==> config.mk <==
export PLATFORM = sky130hd
export DESIGN_NAME = axi4l_wb_master
export DESIGN_NICKNAME = d
export VERILOG_FILES = /design/src/rtl/axi4l_wb_pkg.sv /design/src/rtl/wb_timeout_cnt.sv /design/src/rtl/axi4l_wb_master.sv
export SDC_FILE = /design/constraint.sdc
export NUM_CORES = 1
export LEC_CHECK = 0
export BUFFER_PORTS_ARGS = -buffer_cell sky130_fd_sc_hd__buf_2
export CORE_AREA = 2 2 171 123
export DETAILED_ROUTE_END_ITERATION = 7
export DIE_AREA = 0 0 173 125
export GPL_ROUTABILITY_DRIVEN = 0
export PLACE_DENSITY = 0.6
export SYNTH_ARGS = -nofsm -noshare
export SYNTH_HDL_FRONTEND = slang
export SYNTH_HIERARCHICAL = 1
export SYNTH_SLANG_ARGS = --single-unit
==> constraint.sdc <==
create_clock -name clk_i -period 3 [get_ports clk_i]
set_input_delay 0.3 -clock clk_i [delete_from_list [all_inputs] [get_ports clk_i]]
set_output_delay 0.3 -clock clk_i [all_outputs]
set_load 0.005 [all_outputs]
==> src/rtl/axi4l_wb_pkg.sv <==
// Shared types and constants for the AXI4-Lite to Wishbone bridge.
// Holds the bridge FSM state encoding and the AXI response codes.
// Imported by axi4l_wb_master and its helpers.
package axi4l_wb_pkg;

  typedef enum logic [2:0] {
    IDLE,
    WB_REQ,
    WB_WAIT,
    RESP_W,
    RESP_R
  } state_e;

  localparam logic [1:0] RESP_OKAY   = 2'b00;
  localparam logic [1:0] RESP_SLVERR = 2'b10;

endpackage

==> src/rtl/wb_timeout_cnt.sv <==
// Wishbone cycle watchdog: counts cycles while enabled, flags the TIMEOUT-th one.
// Ports: clk_i/rst_n_i clock and async active-low reset; clr_i restarts the
// count; en_i counts a cycle; expired_o is high in the last allowed cycle.
module wb_timeout_cnt #(
  parameter int unsigned TIMEOUT = 255
) (
  input  logic clk_i,
  input  logic rst_n_i,
  input  logic clr_i,
  input  logic en_i,
  output logic expired_o
);

  localparam int unsigned CW   = (TIMEOUT < 2) ? 1 : $clog2(TIMEOUT);
  localparam int unsigned LAST = (TIMEOUT == 0) ? 0 : TIMEOUT - 1;

  logic [CW-1:0] cnt_q, cnt_d;

  // cnt_q holds the number of already-elapsed cycles, so the cycle seeing
  // LAST is the TIMEOUT-th one; the owner ends the Wishbone cycle right there.
  assign expired_o = (TIMEOUT != 0) && en_i && (cnt_q == CW'(LAST));

  always_comb begin
    cnt_d = cnt_q;
    if (clr_i) begin
      cnt_d = '0;
    end else if (en_i && !expired_o) begin
      cnt_d = cnt_q + CW'(1);
    end
  end

  always_ff @(posedge clk_i or negedge rst_n_i) begin
    if (!rst_n_i) begin
      cnt_q <= '0;
    end else begin
      cnt_q <= cnt_d;
    end
  end

endmodule

==> src/rtl/axi4l_wb_master.sv <==
// AXI4-Lite slave port turning each read/write into one pipelined Wishbone cycle.
// Ports: AXI4-Lite AW/W/B/AR/R channels in, Wishbone master (cyc/stb/we/adr/sel/dat,
// ack/err/rty/stall) out; single outstanding transaction, timeout forces SLVERR.
module axi4l_wb_master
  import axi4l_wb_pkg::*;
#(
  parameter int unsigned ADDR_WIDTH = 8,
  parameter int unsigned TIMEOUT    = 255
) (
  input  logic                  clk_i,
  input  logic                  rst_n_i,
  input  logic                  awvalid_i,
  output logic                  awready_o,
  input  logic [ADDR_WIDTH-1:0] awaddr_i,
  input  logic [2:0]            awprot_i,
  input  logic                  wvalid_i,
  output logic                  wready_o,
  input  logic [31:0]           wdata_i,
  input  logic [3:0]            wstrb_i,
  output logic                  bvalid_o,
  input  logic                  bready_i,
  output logic [1:0]            bresp_o,
  input  logic                  arvalid_i,
  output logic                  arready_o,
  input  logic [ADDR_WIDTH-1:0] araddr_i,
  input  logic [2:0]            arprot_i,
  output logic                  rvalid_o,
  input  logic                  rready_i,
  output logic [31:0]           rdata_o,
  output logic [1:0]            rresp_o,
  output logic                  wb_cyc_o,
  output logic                  wb_stb_o,
  output logic                  wb_we_o,
  output logic [ADDR_WIDTH-3:0] wb_adr_o,
  output logic [3:0]            wb_sel_o,
  output logic [31:0]           wb_dat_o,
  input  logic [31:0]           wb_dat_i,
  input  logic                  wb_ack_i,
  input  logic                  wb_err_i,
  input  logic                  wb_rty_i,
  input  logic                  wb_stall_i
);

  state_e                state_q, state_d;
  logic                  run_q, run_d;
  logic                  aw_held_q, aw_held_d, w_held_q, w_held_d;
  logic [ADDR_WIDTH-3:0] awaddr_q, awaddr_d;
  logic [31:0]           wdata_q, wdata_d;
  logic [3:0]            wstrb_q, wstrb_d;
  logic                  rd_pri_q, rd_pri_d;
  logic                  wb_we_q, wb_we_d;
  logic [ADDR_WIDTH-3:0] wb_adr_q, wb_adr_d;
  logic [3:0]            wb_sel_q, wb_sel_d;
  logic [31:0]           wb_dat_q, wb_dat_d;
  logic [1:0]            resp_q, resp_d;
  logic [31:0]           rdata_q, rdata_d;

  logic is_idle, aw_hs, w_hs, wr_pend, wr_full, grant_rd, grant_wr;
  logic slv_term, slv_ok, expired, wb_done;

  logic unused_ok;
  assign unused_ok = ^{awprot_i, arprot_i, awaddr_i[1:0], araddr_i[1:0]};

  // run_q keeps every ready low while reset is asserted and for the first
  // cycle after release, so all outputs read 0 during reset.
  assign is_idle  = (state_q == IDLE) && run_q;
  assign aw_hs    = awvalid_i && awready_o;
  assign w_hs     = wvalid_i && wready_o;
  // A write whose AW and W arrive this very cycle is already eligible.
  assign wr_pend  = is_idle && (aw_held_q || awvalid_i) && (w_held_q || wvalid_i);
  assign wr_full  = aw_held_q && w_held_q;
  assign grant_rd = is_idle && arvalid_i && !wr_full && (!wr_pend || rd_pri_q);
  assign grant_wr = wr_pend && !grant_rd;

  // Slave status only counts once the strobe has been accepted.
  assign slv_term = (wb_ack_i || wb_err_i || wb_rty_i) &&
                    ((state_q == WB_WAIT) || ((state_q == WB_REQ) && !wb_stall_i));
  assign slv_ok   = wb_ack_i && !wb_err_i && !wb_rty_i;
  assign wb_done  = slv_term || expired;

  wb_timeout_cnt #(
    .TIMEOUT (TIMEOUT)
  ) u_timeout (
    .clk_i     (clk_i),
    .rst_n_i   (rst_n_i),
    .clr_i     (grant_rd || grant_wr),
    .en_i      (wb_cyc_o),
    .expired_o (expired)
  );

  always_ff @(posedge clk_i or negedge rst_n_i) begin
    if (!rst_n_i) begin
      state_q <= IDLE;
    end else begin
      state_q <= state_d;
    end
  end

  always_comb begin
    state_d = state_q;
    unique case (state_q)
      IDLE: begin
        if (grant_rd || grant_wr) state_d = WB_REQ;
      end
      WB_REQ, WB_WAIT: begin
        if (wb_done)                                 state_d = wb_we_q ? RESP_W : RESP_R;
        else if ((state_q == WB_REQ) && !wb_stall_i) state_d = WB_WAIT;
      end
      RESP_W:  if (bready_i) state_d = IDLE;
      RESP_R:  if (rready_i) state_d = IDLE;
      default: state_d = IDLE;
    endcase
  end

  always_comb begin
    awready_o = is_idle && !aw_held_q;
    wready_o  = is_idle && !w_held_q;
    arready_o = grant_rd;
    wb_cyc_o  = (state_q == WB_REQ) || (state_q == WB_WAIT);
    wb_stb_o  = (state_q == WB_REQ);
    bvalid_o  = (state_q == RESP_W);
    rvalid_o  = (state_q == RESP_R);
  end

  assign bresp_o  = resp_q;
  assign rresp_o  = resp_q;
  assign rdata_o  = rdata_q;
  assign wb_we_o  = wb_we_q;
  assign wb_adr_o = wb_adr_q;
  assign wb_sel_o = wb_sel_q;
  assign wb_dat_o = wb_dat_q;

  always_comb begin
    run_d     = 1'b1;
    aw_held_d = aw_held_q;
    w_held_d  = w_held_q;
    awaddr_d  = awaddr_q;
    wdata_d   = wdata_q;
    wstrb_d   = wstrb_q;
    rd_pri_d  = rd_pri_q;
    wb_we_d   = wb_we_q;
    wb_adr_d  = wb_adr_q;
    wb_sel_d  = wb_sel_q;
    wb_dat_d  = wb_dat_q;
    resp_d    = resp_q;
    rdata_d   = rdata_q;

    if (aw_hs) begin
      aw_held_d = 1'b1;
      awaddr_d  = awaddr_i[ADDR_WIDTH-1:2];
    end
    if (w_hs) begin
      w_held_d = 1'b1;
      wdata_d  = wdata_i;
      wstrb_d  = wstrb_i;
    end
    if ((state_q == RESP_W) && bready_i) begin
      aw_held_d = 1'b0;
      w_held_d  = 1'b0;
    end

    // Grant may coincide with the capture handshake, so take live inputs then.
    if (grant_wr) begin
      wb_we_d  = 1'b1;
      wb_adr_d = aw_held_q ? awaddr_q : awaddr_i[ADDR_WIDTH-1:2];
      wb_sel_d = w_held_q ? wstrb_q : wstrb_i;
      wb_dat_d = w_held_q ? wdata_q : wdata_i;
      rd_pri_d = 1'b1;
    end else if (grant_rd) begin
      wb_we_d  = 1'b0;
      wb_adr_d = araddr_i[ADDR_WIDTH-1:2];
      wb_sel_d = 4'b1111;
      rd_pri_d = 1'b0;
    end

    // A slave termination in the final timeout cycle still wins.
    if (wb_done) begin
      resp_d  = (slv_term && slv_ok) ? RESP_OKAY : RESP_SLVERR;
      rdata_d = (slv_term && slv_ok && !wb_we_q) ? wb_dat_i : 32'h0;
    end
  end

  always_ff @(posedge clk_i or negedge rst_n_i) begin
    if (!rst_n_i) begin
      run_q     <= 1'b0;
      aw_held_q <= 1'b0;
      w_held_q  <= 1'b0;
      awaddr_q  <= '0;
      wdata_q   <= '0;
      wstrb_q   <= '0;
      rd_pri_q  <= 1'b1;
      wb_we_q   <= 1'b0;
      wb_adr_q  <= '0;
      wb_sel_q  <= '0;
      wb_dat_q  <= '0;
      resp_q    <= RESP_OKAY;
      rdata_q   <= '0;
    end else begin
      run_q     <= run_d;
      aw_held_q <= aw_held_d;
      w_held_q  <= w_held_d;
      awaddr_q  <= awaddr_d;
      wdata_q   <= wdata_d;
      wstrb_q   <= wstrb_d;
      rd_pri_q  <= rd_pri_d;
      wb_we_q   <= wb_we_d;
      wb_adr_q  <= wb_adr_d;
      wb_sel_q  <= wb_sel_d;
      wb_dat_q  <= wb_dat_d;
      resp_q    <= resp_d;
      rdata_q   <= rdata_d;
    end
  end

endmodule

==> results.ini <==
[status]
status=finished, final reports clean

[setup_path]
rrSetupSlack_ns=0.64
worstPathArrival_ns=2.65
crit-reg2reg-launch=u_timeout/cnt_q[0]
required_ns=3.29
start_kind=register
critPathSlowestCell=a311o_1
r2r_cells=8
reg2reg_to=state_q[0]
cp-startpoint=u_timeout/cnt_q[0]
critPathKind=register to register
slowest_delay_ns=0.43
cp-end-kind=register
worstPathMaxFanout=9
crit_path_end=state_q[0]
worstPathCellList=inv_1 > ha_1 > and4_4 > and3_2 > nor4_1 > a311o_1 > a211oi_1 > or4_1

[grt]
overflow=0
use_met1_pct=17.5
grt_use_met2_pct=19.9
grt_use_met3_pct=3.80
antenna_found_initial=0
gr-max-usage-layer=met2
grt_pass1_vias=4323
grt_max_degree=76
grtUsageTotal_pct=12.9
grt_pass1_wl_mm=22.4

[sta]
hold_violations=0
tightest_slew_ns=0.523
fin_crit_ns=2.36
maxSlewHeadroom_pct=65.1
rsz0062_at_grt=false
whs_ns=0.0948
setup_tns_ns=0
setup-violations-final=0
fmax_ghz=0.423
skew_ns=0.00925
drv_slew=0
finalCritPeriodShare_pct=78.7

[flow_run]
drv_cap=0

[final_layout]
final_cells=928
area_growth_pct=30.1
finalInstanceArea_sq_mm=0.00765
drive_gt1_share_pct=45.7
diodes=0
num-fill-cells=2027
post-route-util_pct=38.0
multi_input_area_sq_mm=0.00232
regArea_sq_mm=0.00333
nNetsFinal=742

[placed_design]
placed_area_sq_mm=0.00703
portBuffers=174
dpl.hpwl_mm=9.23
dp.cells=895

[synth]
yosysUniqueCellTypes=56
synth_edf_count=0
ys_ff_latch=133
ys_dominant_reg_cell=dfrtp_1
async_flop_share_pct=100
seq_area_frac_synth_pct=56.6
synth_warnings=6
synth_cells=465
syn_area_sq_mm=0.00588
avgSynthCellArea_sq_um=12.7

[drt]
drtAntennaViolNets=0
via_per_inst=4.58
vias=4248
drt_iter0_drc=167
drc=0
dr.pass1.iters=4
wirelength_mm=13.4
wl_per_cell_um=14.5

[hold_path]
hold_class=input pin to register

[clocking]
cts_made_buffers=17
clk_latency_ns=0.41
clockBufferDepth=2
cts_resized=0
cts-htree-levels=4
cts_tree=done
cts_sinks=133
cts.clk_slew.worst_paths_ns=0.06
root_buffer=clkbuf_16

[floorplanning]
std_cell_rows=44
die_area_sq_mm=0.0216
die_h_um=125
chipWidth_um=173
pin_count=187
initial_core_util_pct=29.2
core_sq_mm=0.0201

[power]
powerDensity_mw_per_mm2=1010
p_leak_nw=3.73
power_frac_clock_pct=28.3
power.switching_w=0.00256
ir_drop_mv=0.366
p_sw_share_pct=33.2
comb_power_share_pct=33.1
p_seq_share_pct=38.6
p_int_w=0.00515

layout make-up:
type	instances	area share, %
flip-flops and latches	133	43.5
inverters	7	0.343
multi-input cells	295	30.4
well taps	276	4.51
clock inverters	15	2.48
clock buffers	17	5.56
repair buffers	185	13.2
cell usage in the layout (no fill, tap or decap), types with 2 or more instances in the layout:
| cell | netlist | final |
|---|---|---|
| nor4b_1 | 2 | 2 |
| and3_2 | 2 | 2 |
| o21ai_1 | 3 | 3 |
| nand2b_1 | 2 | 2 |
| a221o_1 | 3 | 3 |
| inv_1 | 7 | 7 |
| a211oi_1 | 3 | 3 |
| conb_1 | 2 | 3 |
| mux2_4 | 2 | 2 |
| nor3_1 | 6 | 6 |
| a311oi_1 | 2 | 2 |
| mux2i_1 | 43 | 43 |
| ha_1 | 2 | 2 |
| o21ai_0 | 3 | 3 |
| clkinv_4 | 0 | 3 |
| and3_1 | 6 | 6 |
| nor2b_1 | 5 | 5 |
| nor2_1 | 44 | 44 |
| nand2_1 | 9 | 9 |
| clkbuf_16 | 0 | 17 |
| inv_6 | 0 | 7 |
| a21oi_2 | 23 | 23 |
| bufinv_16 | 0 | 3 |
| nand3_1 | 2 | 2 |
| a21oi_1 | 27 | 27 |
| a22o_1 | 32 | 32 |
| buf_2 | 10 | 173 |
| buf_12 | 0 | 4 |
| dfrtp_1 | 132 | 131 |
| mux2_2 | 45 | 45 |
| buf_4 | 6 | 6 |
sequential cells by signal, summed over array words and instances (netlist names), 3 cells and up:
signal / cells
awaddr_q: 6
rdata_o: 32
state_q: 3
u_timeout/cnt_q: 8
wb_adr_o: 6
wb_dat_o: 32
wb_sel_o: 4
wdata_q: 32
wstrb_q: 4
worst min path at each step:
stage | cells after the start | startpoint | to
2_1_floorplan | 0 | rst_n_i | aw_held_q
3_3_place_gp | 1 | rst_n_i | rdata_o[29]
3_5_place_dp | 1 | rst_n_i | rdata_o[24]
4_1_cts | 2 | wb_dat_i[14] | rdata_o[14]
5_1_grt | 2 | rready_i | state_q[2]
6_report | 2 | rready_i | state_q[2]
synthesized netlist by cell type (2+ instances only):
master	count	area [sq um]
a211oi_1	3	22.5
a21oi_1	27	135
a21oi_2	23	201
a221o_1	3	30.0
a22o_1	32	280
a311oi_1	2	17.5
and3_1	6	37.5
and3_2	2	15.0
buf_1	3	11.3
buf_2	10	50.1
buf_4	6	45.0
buf_6	9	101
clkbuf_1	3	11.3
conb_1	2	7.51
dfrtp_1	132	3300
ha_1	2	25.0
inv_1	7	26.3
mux2_2	45	507
mux2_4	2	30.0
mux2i_1	43	430
nand2_1	9	33.8
nand2b_1	2	12.5
nand3_1	2	10.0
nor2_1	44	165
nor2b_1	5	31.3
nor3_1	6	30.0
nor4b_1	2	17.5
o21ai_0	3	15.0
o21ai_1	3	15.0
logic make-up after synthesis:
| family | share of synthesized area (%) |
|---|---|
| DFF | 56.6 |
| AOI/OAI and AO/OA | 14.6 |
| muxes | 16.4 |
| and+or+nand+nor | 7.68 |
| buffers and inverters | 4.17 |
| adders and majority gates | 0.425 |
| other | 0.128 |
stage by stage:
step | total power, W | setup WS [ns]
2_1_floorplan | 0.00471 | 0.614
3_5_place_dp | 0.00561 | 0.624
5_1_grt | 0.00828 | 0.482
4_1_cts | 0.00784 | 0.625
3_3_place_gp | 0.00556 | 0.646
6_report | 0.00771 | 0.639
worst max-delay path: cells and delay by family, from the launching register on:
family                     cells  cell delay [ns]
AOI/OAI and AO/OA              2             0.51
adders and majority gates      1             0.24
DFF                            1             0.38
buffers and inverters          1             0.08
and+or+nand+nor                4             1.03
power by group through the flow:
stage	sequential, W	clock (W)	combinational, W
after floorplan	0.00289	0	0.00182
after global placement	0.00298	0	0.00258
after detailed placement	0.00301	0	0.00260
after CTS	0.00298	0.00225	0.00261
after global routing	0.00309	0.00234	0.00285
final	0.00298	0.00218	0.00255
repair_timing:
item / CTS / global route
hold endpoints to repair: 52 / 0
setup buffers: 0 / 0
hold buffers: 1 / 0
setup endpoints to repair: 0 / 0
layer usage:
metal	vias up	part of all wire, %
li1	2034	-
met1	2081	49
met2	122	45
met3	11	5.5
met4	0	1.0
met5	-	0
(Power assumes the default switching activity.)
